## src/rtl/fpmult_pkg.sv

```systemverilog
// Shared types and helpers for the parametrised serial-load FP multiplier.
// Optional macro FPMULT_FLAGS_EN adds the IEEE exception flag output.
package fpmult_pkg;

    typedef enum logic [2:0] {
        S_IDLE,
        S_LOAD_A,
        S_LOAD_B,
        S_MUL,
        S_NORM,
        S_PACK
    } state_e;

    typedef enum logic [1:0] {
        C_ZERO,
        C_NORM,
        C_INF,
        C_NAN
    } cls_e;

    function automatic int bias(int ew);
        return (1 << (ew - 1)) - 1;
    endfunction

    function automatic logic [63:0] qnan(int ew, int mw);
        return (((64'd1 << ew) - 64'd1) << mw) | (64'd1 << (mw - 1));
    endfunction

    // Subnormals fall into C_ZERO: inputs are flushed to zero.
    function automatic cls_e classify(logic e_zero, logic e_ones, logic f_nz);
        if (e_ones) return f_nz ? C_NAN : C_INF;
        if (e_zero) return C_ZERO;
        return C_NORM;
    endfunction

endpackage

```

## src/rtl/fp_mult_param_mant.sv

```systemverilog
// Sequential shift-add mantissa multiplier: MAN_W+1 iterations after start_i.
// done_o is high during the cycle whose edge performs the final iteration.
module fp_mant_mul_seq #(
    parameter int MAN_W = 23
) (
    input  logic               clk,
    input  logic               rst_n,
    input  logic               start_i,
    input  logic [MAN_W:0]     a_i,
    input  logic [MAN_W:0]     b_i,
    output logic               done_o,
    output logic [2*MAN_W+1:0] prod_o
);
    localparam int M  = MAN_W + 1;
    localparam int CW = $clog2(M + 1);

    logic [2*M-1:0] mcand_q;
    logic [2*M-1:0] acc_q;
    logic [M-1:0]   mplr_q;
    logic [CW-1:0]  cnt_q;
    logic           run_q;

    assign done_o = run_q && (cnt_q == CW'(MAN_W));
    assign prod_o = acc_q;

    always_ff @(posedge clk or negedge rst_n) begin
        if (!rst_n) begin
            mcand_q <= '0;
            acc_q   <= '0;
            mplr_q  <= '0;
            cnt_q   <= '0;
            run_q   <= 1'b0;
        end else if (start_i) begin
            mcand_q <= {{M{1'b0}}, a_i};
            acc_q   <= '0;
            mplr_q  <= b_i;
            cnt_q   <= '0;
            run_q   <= 1'b1;
        end else if (run_q) begin
            if (mplr_q[0]) acc_q <= acc_q + mcand_q;
            mcand_q <= mcand_q << 1;
            mplr_q  <= mplr_q >> 1;
            cnt_q   <= cnt_q + 1'b1;
            if (done_o) run_q <= 1'b0;
        end
    end

endmodule

```

## src/rtl/fp_mult_param.sv

```systemverilog
// Serial-load IEEE multiplier, generic widths, round-to-nearest-even.
// Define FPMULT_FLAGS_EN to add flags = {invalid, overflow, underflow, inexact}.
module fp_mult_param
    import fpmult_pkg::*;
#(
    parameter int EXP_W = 8,
    parameter int MAN_W = 23
) (
    input  logic                       clk,
    input  logic                       rst,
    input  logic [EXP_W+MAN_W:0]       inBus,
    input  logic                       startFP,
    output logic [EXP_W+MAN_W:0]       resBus,
    output logic                       doneFP,
    output logic                       busy
`ifdef FPMULT_FLAGS_EN
    ,
    output logic [3:0]                 flags
`endif
);
    localparam int W  = 1 + EXP_W + MAN_W;
    localparam int EW = EXP_W + 2;
    localparam logic signed [EW-1:0] BIAS_S = EW'(bias(EXP_W));
    localparam logic signed [EW-1:0] EMAX_S = EW'((1 << EXP_W) - 1);
    localparam logic [W-1:0]         QNAN   = W'(qnan(EXP_W, MAN_W));

    state_e                state_q;
    logic [W-1:0]          a_q;
    logic                  sign_q;
    logic signed [EW-1:0]  exp_q;
    cls_e                  spec_q;
    logic [MAN_W-1:0]      frac_q;
    logic                  guard_q;
    logic                  sticky_q;
    logic [W-1:0]          res_q;
    logic                  done_q;

    logic                  sa, sb;
    logic [EXP_W-1:0]      ea, eb;
    logic [MAN_W-1:0]      fa, fb;
    cls_e                  ca, cb;

    assign {sa, ea, fa} = a_q;
    assign {sb, eb, fb} = inBus;
    assign ca = classify(ea == '0, &ea, |fa);
    assign cb = classify(eb == '0, &eb, |fb);

    assign resBus = res_q;
    assign doneFP = done_q;
    assign busy   = (state_q != S_IDLE);

    logic                  mul_done;
    logic [2*MAN_W+1:0]    prod;

    fp_mant_mul_seq #(.MAN_W(MAN_W)) u_mant (
        .clk    (clk),
        .rst_n  (rst),
        .start_i(state_q == S_LOAD_B),
        .a_i    ({1'b1, fa}),
        .b_i    ({1'b1, fb}),
        .done_o (mul_done),
        .prod_o (prod)
    );

    cls_e                  spec_d;
    logic                  inv_d;
    logic signed [EW-1:0]  exp_d;

    always_comb begin
        spec_d = C_NORM;
        inv_d  = 1'b0;
        exp_d  = $signed({2'b00, ea}) + $signed({2'b00, eb}) - BIAS_S;
        if (ca == C_NAN || cb == C_NAN) begin
            spec_d = C_NAN;
            inv_d  = (ca == C_NAN && !fa[MAN_W-1]) ||
                     (cb == C_NAN && !fb[MAN_W-1]);
        end else if ((ca == C_INF && cb == C_ZERO) ||
                     (ca == C_ZERO && cb == C_INF)) begin
            spec_d = C_NAN;
            inv_d  = 1'b1;
        end else if (ca == C_INF || cb == C_INF) begin
            spec_d = C_INF;
        end else if (ca == C_ZERO || cb == C_ZERO) begin
            spec_d = C_ZERO;
        end
    end

    logic                  msb;
    logic [MAN_W-1:0]      frac_n;
    logic                  guard_n;
    logic                  sticky_n;

    assign msb      = prod[2*MAN_W+1];
    assign frac_n   = msb ? prod[2*MAN_W:MAN_W+1] : prod[2*MAN_W-1:MAN_W];
    assign guard_n  = msb ? prod[MAN_W] : prod[MAN_W-1];
    assign sticky_n = msb ? |prod[MAN_W-1:0] : |prod[MAN_W-2:0];

    logic                  inc;
    logic [MAN_W:0]        rnd;
    logic signed [EW-1:0]  exp_p;
    logic                  ovf, unf;
    logic [W-1:0]          res_p;

    always_comb begin
        inc   = guard_q & (sticky_q | frac_q[0]);
        rnd   = {1'b0, frac_q} + {{MAN_W{1'b0}}, inc};
        exp_p = exp_q + $signed({{(EW-1){1'b0}}, rnd[MAN_W]});
        ovf   = (exp_p >= EMAX_S);
        unf   = (exp_p <= 0);
        res_p = '0;
        unique case (spec_q)
            C_NAN:  res_p = QNAN;
            C_INF:  res_p = {sign_q, {EXP_W{1'b1}}, {MAN_W{1'b0}}};
            C_ZERO: res_p = {sign_q, {(W-1){1'b0}}};
            C_NORM: begin
                if (ovf)
                    res_p = {sign_q, {EXP_W{1'b1}}, {MAN_W{1'b0}}};
                else if (unf)
                    res_p = {sign_q, {(W-1){1'b0}}};
                else
                    res_p = {sign_q, exp_p[EXP_W-1:0], rnd[MAN_W-1:0]};
            end
        endcase
    end

`ifdef FPMULT_FLAGS_EN
    logic       inv_q;
    logic [3:0] flags_q;
    logic [3:0] flags_p;
    logic       nrm;

    assign nrm     = (spec_q == C_NORM);
    assign flags_p = {(spec_q == C_NAN) & inv_q,
                      nrm & ovf,
                      nrm & !ovf & unf,
                      nrm & (guard_q | sticky_q | ovf | unf)};
    assign flags   = flags_q;

    always_ff @(posedge clk or negedge rst) begin
        if (!rst) begin
            inv_q   <= 1'b0;
            flags_q <= '0;
        end else begin
            if (state_q == S_LOAD_B) inv_q <= inv_d;
            if (state_q == S_PACK) flags_q <= flags_p;
        end
    end
`endif

    always_ff @(posedge clk or negedge rst) begin
        if (!rst) begin
            state_q  <= S_IDLE;
            a_q      <= '0;
            sign_q   <= 1'b0;
            exp_q    <= '0;
            spec_q   <= C_ZERO;
            frac_q   <= '0;
            guard_q  <= 1'b0;
            sticky_q <= 1'b0;
            res_q    <= '0;
            done_q   <= 1'b0;
        end else begin
            done_q <= 1'b0;
            unique case (state_q)
                S_IDLE: begin
                    if (startFP) state_q <= S_LOAD_A;
                end
                S_LOAD_A: begin
                    a_q     <= inBus;
                    state_q <= S_LOAD_B;
                end
                S_LOAD_B: begin
                    sign_q  <= sa ^ sb;
                    exp_q   <= exp_d;
                    spec_q  <= spec_d;
                    state_q <= S_MUL;
                end
                S_MUL: begin
                    if (mul_done) state_q <= S_NORM;
                end
                S_NORM: begin
                    frac_q   <= frac_n;
                    guard_q  <= guard_n;
                    sticky_q <= sticky_n;
                    exp_q    <= exp_q + $signed({{(EW-1){1'b0}}, msb});
                    state_q  <= S_PACK;
                end
                S_PACK: begin
                    res_q   <= res_p;
                    done_q  <= 1'b1;
                    state_q <= S_IDLE;
                end
                default: state_q <= S_IDLE;
            endcase
        end
    end

endmodule

```

## config.mk

```make
export PLATFORM = sky130hd
export DESIGN_NAME = fp_mult_param
export DESIGN_NICKNAME = d
export VERILOG_FILES = /design/src/rtl/fpmult_pkg.sv /design/src/rtl/fp_mult_param_mant.sv /design/src/rtl/fp_mult_param.sv
export SDC_FILE = /design/constraint.sdc
export NUM_CORES = 1
export LEC_CHECK = 0
export ABC_CLOCK_PERIOD_IN_PS = 3200
export CELL_PAD_IN_SITES_DETAIL_PLACEMENT = 0
export CELL_PAD_IN_SITES_GLOBAL_PLACEMENT = 1
export CORE_MARGIN = 2
export CORE_UTILIZATION = 44
export CTS_BUF_LIST = sky130_fd_sc_hd__clkbuf_8
export DETAILED_ROUTE_END_ITERATION = 8
export GPL_TIMING_DRIVEN = 0
export HOLD_SLACK_MARGIN = 0.03
export PLACE_DENSITY = 0.89
export RECOVER_POWER = 25
export SYNTH_ARGS = -nofsm -noshare
export SYNTH_HDL_FRONTEND = slang
export SYNTH_SLANG_ARGS = --single-unit
```

## constraint.sdc

```tcl
create_clock -name clk -period 3.2 [get_ports clk]
set_input_delay 0.48 -clock clk [delete_from_list [all_inputs] [get_ports clk]]
set_output_delay 0.48 -clock clk [all_outputs]
set_load 0.005 [all_outputs]
```

Word level (Yosys, flattened, before mapping)
Cells that the tools add are included.

Reduce and logical (&&, ||, !) cells: 25. Add/sub/neg operators: 7. Bitwise operators: 3. $lt $le $gt $ge: 2. Equality and inequality tests: 15. Multiplexer cells: 43.

Operators with widths (count): 48-bit two-way mux (5); 32-bit case mux with 4 select lines (1); 23-bit OR reduction (3); 31-bit two-way mux (2); 48-bit adder (1); 24-bit two-way mux (2); 23-bit by 1-bit adder with 24-bit output (1); 23-bit two-way mux (1); 2-bit two-way mux (11); 22-bit OR reduction (1); 10-bit by 2-bit adder with 10-bit output (2); 10-bit case mux with 2 select lines (1); 8-bit zero test (2); 8-bit AND reduction (2); 1-bit two-way mux (15); 3-bit case mux with 5 select lines (1); 2-bit equality test, second input constant (6); 10-bit by 9-bit greater-or-equal comparator with 1-bit output, second input constant (1); 10-bit by 1-bit <= comparator with 1-bit output, second input constant (1); 5-bit two-way mux (2); 9-bit by 7-bit subtractor with 10-bit output, second input constant (1); 8-bit by 8-bit adder with 9-bit output (1); 3-bit by 2-bit equality test with 1-bit output, second input constant (2); 3-bit equality test, second input constant (2); 16 further kinds (28).

Input bits: 35. Word-level logic and storage cells: 110. Flip-flop bits (word level): 232. Output and inout port bits: 34.

Depth between registers and ports, before layout
Word-level depth: 12. Depth in mapped cells: 20. Gate-level depth less buffers: 19.

Hierarchy
A second synthesis with hierarchy kept.

Cells, all modules: 1506. Area total of the unflattened synthesis: 14078.5 µm².

Modules (own cells, without submodules): fp_mant_mul_seq (seq. area each 3153.0 µm², instances 1, cells an instance 920, area an instance 8127.8 µm²); fp_mult_param (seq. area each 2652.5 µm², instances 1, cells an instance 586, area an instance 5950.7 µm²).

Worst setup path after synthesis
OpenSTA, ideal clock, no wires.

Kind: register -> register. From: reg frac_q[5]. To: reg res_q[10], in the netlist resBus[10]. Setup time: 127 ps. Data required time: 3073 ps. Buffers on the path: 1. Arrival: 3382 ps. Period minus slack after synthesis: 3510 ps. Stages on the path, launching flop included: 18. Setup slack: -310 ps. Path through: dfrtp_1 > and3_1 > and3_1 > nand3_1 > nor2_1 > nand3_1 > nor2_1 > and2_1 > and3_1 > ha_1 > nand2_1 > xnor2_1 > or4_1 > o31a_1 > nor2b_1 > nand3_1 > clkbuf_2 > o21ai_0.

Word-level cells in the longest chain between the ends: 6. Elaborated cells on any way between the ends: 7. Classes of those cells: 2 x add/sub; 2 x order compare; 3 x mux.

RTL lines: start, declared (line fp_mult_param.sv:32) `logic [MAN_W-1:0] frac_q;`; start signal, assigned (line fp_mult_param.sv:182) `frac_q <= frac_n;`; 23-bit by 1-bit adder with 24-bit output (*) (line fp_mult_param.sv:106) `rnd = {1'b0, frac_q} + {{MAN_W{1'b0}}, inc};`; 10-bit by 2-bit adder with 10-bit output (line fp_mult_param.sv:107) `exp_p = exp_q + $signed({{(EW-1){1'b0}}, rnd[MAN_W]});`; 10-bit by 1-bit <= comparator with 1-bit output (line fp_mult_param.sv:109) `unf = (exp_p <= 0);`; 31-bit two-way mux (line fp_mult_param.sv:118) `else if (unf)`; 31-bit two-way mux (*) (line fp_mult_param.sv:116) `if (ovf)`; 32-bit case mux with 4 select lines (*) (line fp_mult_param.sv:111) `unique case (spec_q)`; end signal, assigned (line fp_mult_param.sv:189) `res_q <= res_p;`; end, declared (line fp_mult_param.sv:35) `logic [W-1:0] res_q;`.

Every way passes the cells marked *; elsewhere a longest branch is shown, timed or not. A chain may end at the register's enable or synchronous reset.

Worst setup path in the final report
From: reg frac_q[6]. To: reg res_q[18], in the netlist resBus[18].

The elaborated chain is that of the path after synthesis.

==> metrics.txt <==
r2r startpoint frac_q[6]; Core Box Area 30300 um^2; # rows 64; Max Fclk 0.302 GHz; 1st-iter DRT viols 665; Post-Synth XOR/XNOR Area 0.0527; Placer Congestion 0.909; largest net degree at the start of global routing 102; Fin. Hold Viols 0; Max Fanout on Critical Path 6; Total GRT Usage 0.214; multiplexer share of the synthesized area 0.0958; clk_skew 0.0328 ns; Remaining DRCs 0; Via density 5.59; yosys warns 0; combinational family with the most area after synthesis simple AND/OR/NAND/NOR gates; routed wire length 34000 um; clk slew on worst S/H paths 0.06 ns; Syn Std Cell Area 13500 um^2; Post-synth top flop dfrtp_1; clock buffers created by TritonCTS 42; Fillers 2770; slew margin rel. 0.133; die area 32000 um^2; initial antenna violation count 0; Hold Crit Class primary input to async pin; CP required 3.63 ns; clk buf depth 3; Power Density 863 nW/um^2; final instance area 16000 um^2; CP startpoint kind register; Crit. End Element register; Initial DRT Pass Iterations 6; failing checks negative setup slack; Mapped Cells 1459; Crit-path slowest cell or4_1; vias after detailed routing 11200; Avg Cell Area, Syn 9.22 um^2; WP data arrival 3.74 ns; post-synthesis sequential area ratio 0.431; Setup CP Type register to register; most frequent cell on the critical path and3_4; Skew-Pair Late Insertion Delay 0.56 ns; flip-flop and latch count after synthesis 232; setup TNS -2.00 ns; post-synthesis adder-cell area fraction 0.0671; P&R area growth vs syn 18.8%; reg-to-reg setup timing slack -0.11 ns; critical path's largest stage delay 0.50 ns; Synth Net Count 1565; RSZ-0062 raised after global routing true; Cell variety after synth 65; H-Tree Depth 2; Final Cycle Share 1.03; share of cells above drive strength 1 0.118; slew at the pin closest to its max-slew limit 1.29 ns; grt total ovfl 0; max-slew violation count 0; PortBufs 68; Post-Synth Simple-Gate Area 0.161; number of global-route vias before repair 10900; Min Clock Period, post-route 3.31 ns; status complete, but fails checks; PnR worst setup slack -0.111 ns; root buf cell clkbuf_8; ys async rst share 1.00; Max Cap Viol 0; Synth Area in Compound Gates 0.160; worst-case vdd ir drop 351 uV; drt wl/cell 16.9 um; dpl cell area 14800 um^2; CTS tree done; Num Clock Sinks 232; static leakage 0.00724 uW; dpl hpwl 24800 um; Worst Setup SP frac_q[6]; die height 179 um; CP cell instances and3_4 -> and3_4 -> nand3_4 -> nor2_4 -> nand3_2 -> nor2_4 -> and2_4 -> and3_4 -> ha_4 -> nand2_4 -> xnor2_2 -> or4_1 -> o31a_1 -> nor2b_4 -> nand3_4 -> buf_8 -> o21ai_1; diode count 0; Post-DRT Antenna Nets 0; first-pass GRT wire length 55500 um; Die X 179 um; effective utilization at floorplan 0.443; final net count 1701; Ports 69; number of flops mapped to enable cells by yosys 0; setup violators final 26
## placed cells by master (no fill, tap or decap), types with 9 or more instances in the layout
cell type | netlist | final
a21o_1 | 24 | 23
a21oi_1 | 105 | 102
a31oi_1 | 9 | 9
buf_1 | 9 | 9
buf_4 | 0 | 22
clkbuf_1 | 65 | 62
clkbuf_8 | 0 | 49
clkdlybuf4s50_1 | 0 | 67
dfrtp_1 | 232 | 231
ha_1 | 69 | 63
inv_1 | 29 | 37
mux2_2 | 30 | 30
mux2i_1 | 95 | 95
nand2_1 | 231 | 230
nand3_1 | 43 | 39
nand4_1 | 23 | 23
nor2_1 | 79 | 74
nor2b_1 | 11 | 9
nor3_1 | 17 | 15
nor4_1 | 20 | 20
o21ai_0 | 159 | 134
o21ai_1 | 4 | 10
o21ai_2 | 2 | 19
xnor2_1 | 45 | 42
xor2_1 | 36 | 36
## final timing paths
path | to | cells after the start
max | resBus[18] | 17
min | u_mant.mplr_q[9] | 2
max reg2reg | resBus[18] | 17
min reg2reg | resBus[31] | 2
max in group asynchronous | u_mant.mcand_q[45] | 4
min in group clk | resBus[31] | 2
## flip-flops by register name, summed over array words and instances (netlist names)
name	count
frac_q	23
sticky_q	1
exp_q	10
u_mant.cnt_q	5
state_q	3
doneFP	1
spec_q	2
a_q	32
guard_q	1
u_mant.run_q	1
u_mant.prod_o	48
sign_q	1
resBus	32
u_mant.mplr_q	24
u_mant.mcand_q	48
## per-layer routing
| metal | wire [um] | track usage |
|---|---|---|
| met5 | 0 | 0 |
| met4 | 824 | 0.0610 |
| met3 | 1730 | 0.0375 |
| met2 | 15900 | 0.352 |
| met1 | 15500 | 0.290 |
## what timing repair did
item                                   4_1_cts  5_1_grt
endpoints found under the hold margin       44        0
gates resized for setup                     35       49
setup buffers                               10       12
cloned                                       2        0
hold buffers                                 1        0
setup endpoints to repair                   38       44
pin swaps                                   17       30
## report_power, final
group / switching (uW) / leakage (uW) / internal [uW] / total [uW]
registers: 882 / 0.00303 / 3880 / 4760
logic: 3780 / 0.00380 / 2640 / 6420
clock network: 1230 / 0.000413 / 1370 / 2610
total: 5900 / 0.00724 / 7900 / 13800
## Yosys cell counts (6+ instances only)
master,number,share of area
dfrtp_1,232,0.43
nand2_1,231,0.064
o21ai_0,159,0.059
a21oi_1,105,0.039
mux2i_1,95,0.071
nor2_1,79,0.022
ha_1,69,0.064
clkbuf_1,65,0.018
xnor2_1,45,0.029
nand3_1,43,0.016
xor2_1,36,0.023
mux2_2,30,0.025
inv_1,29,0.0081
a21o_1,24,0.013
nand4_1,23,0.011
nor4_1,20,0.0093
nor3_1,17,0.0063
and3_1,11,0.0051
nor2b_1,11,0.0051
a31oi_1,9,0.0042
buf_1,9,0.0025
a211oi_1,8,0.0045
o21a_1,8,0.0045
o21bai_1,8,0.0045
and2_1,7,0.0033
and4_1,7,0.0046
nand2b_1,7,0.0033
nand3b_1,6,0.0033
## worst max-delay path: cells and delay by family, from the launching register on
family	cells	cell delay (ns)
flops	1	0.35
buf+inv	1	0.14
compound gates	2	0.33
fa+ha+maj	1	0.15
xor+xnor	1	0.15
simple gates	12	2.06
## layout make-up
class	instances	area [um^2]	area share
Clock inverter	14	71.3	0.00446
Sequential cell	232	5810	0.363
Inverter	29	109	0.00681
Tap cell	396	495	0.0310
Buffer	79	333	0.0208
Timing Repair Buffer	95	926	0.0579
Clock buffer	49	674	0.0422
Multi-Input combinational cell	1116	7570	0.474
## cells by family (layout without fill, tap and decap cells)
| group | count (synthesis) | after routing |
|---|---|---|
| muxes | 125 | 125 |
| xor gates and xnor gates | 81 | 81 |
| DFF | 232 | 232 |
| buffers and inverters | 111 | 266 |
| and+or+nand+nor | 476 | 476 |
| adders and majority gates | 71 | 71 |
| AOI/OAI and AO/OA | 363 | 363 |
## per-stage QoR
step	worst slack (ns)	std cells	power [uW]	hold slack, ns	util
6_report	-0.111	2010	13800	0.406	0.527
3_3_place_gp	-8.10	1923	10800	0.453	0.486
4_1_cts	-0.110	2000	13700	0.410	0.518
2_1_floorplan	-0.0287	1459	9220	0.184	-
3_5_place_dp	-0.416	1925	10900	0.396	0.488
5_1_grt	-0.253	2010	14800	0.427	0.527
Power figures use the tool's default switching activity.
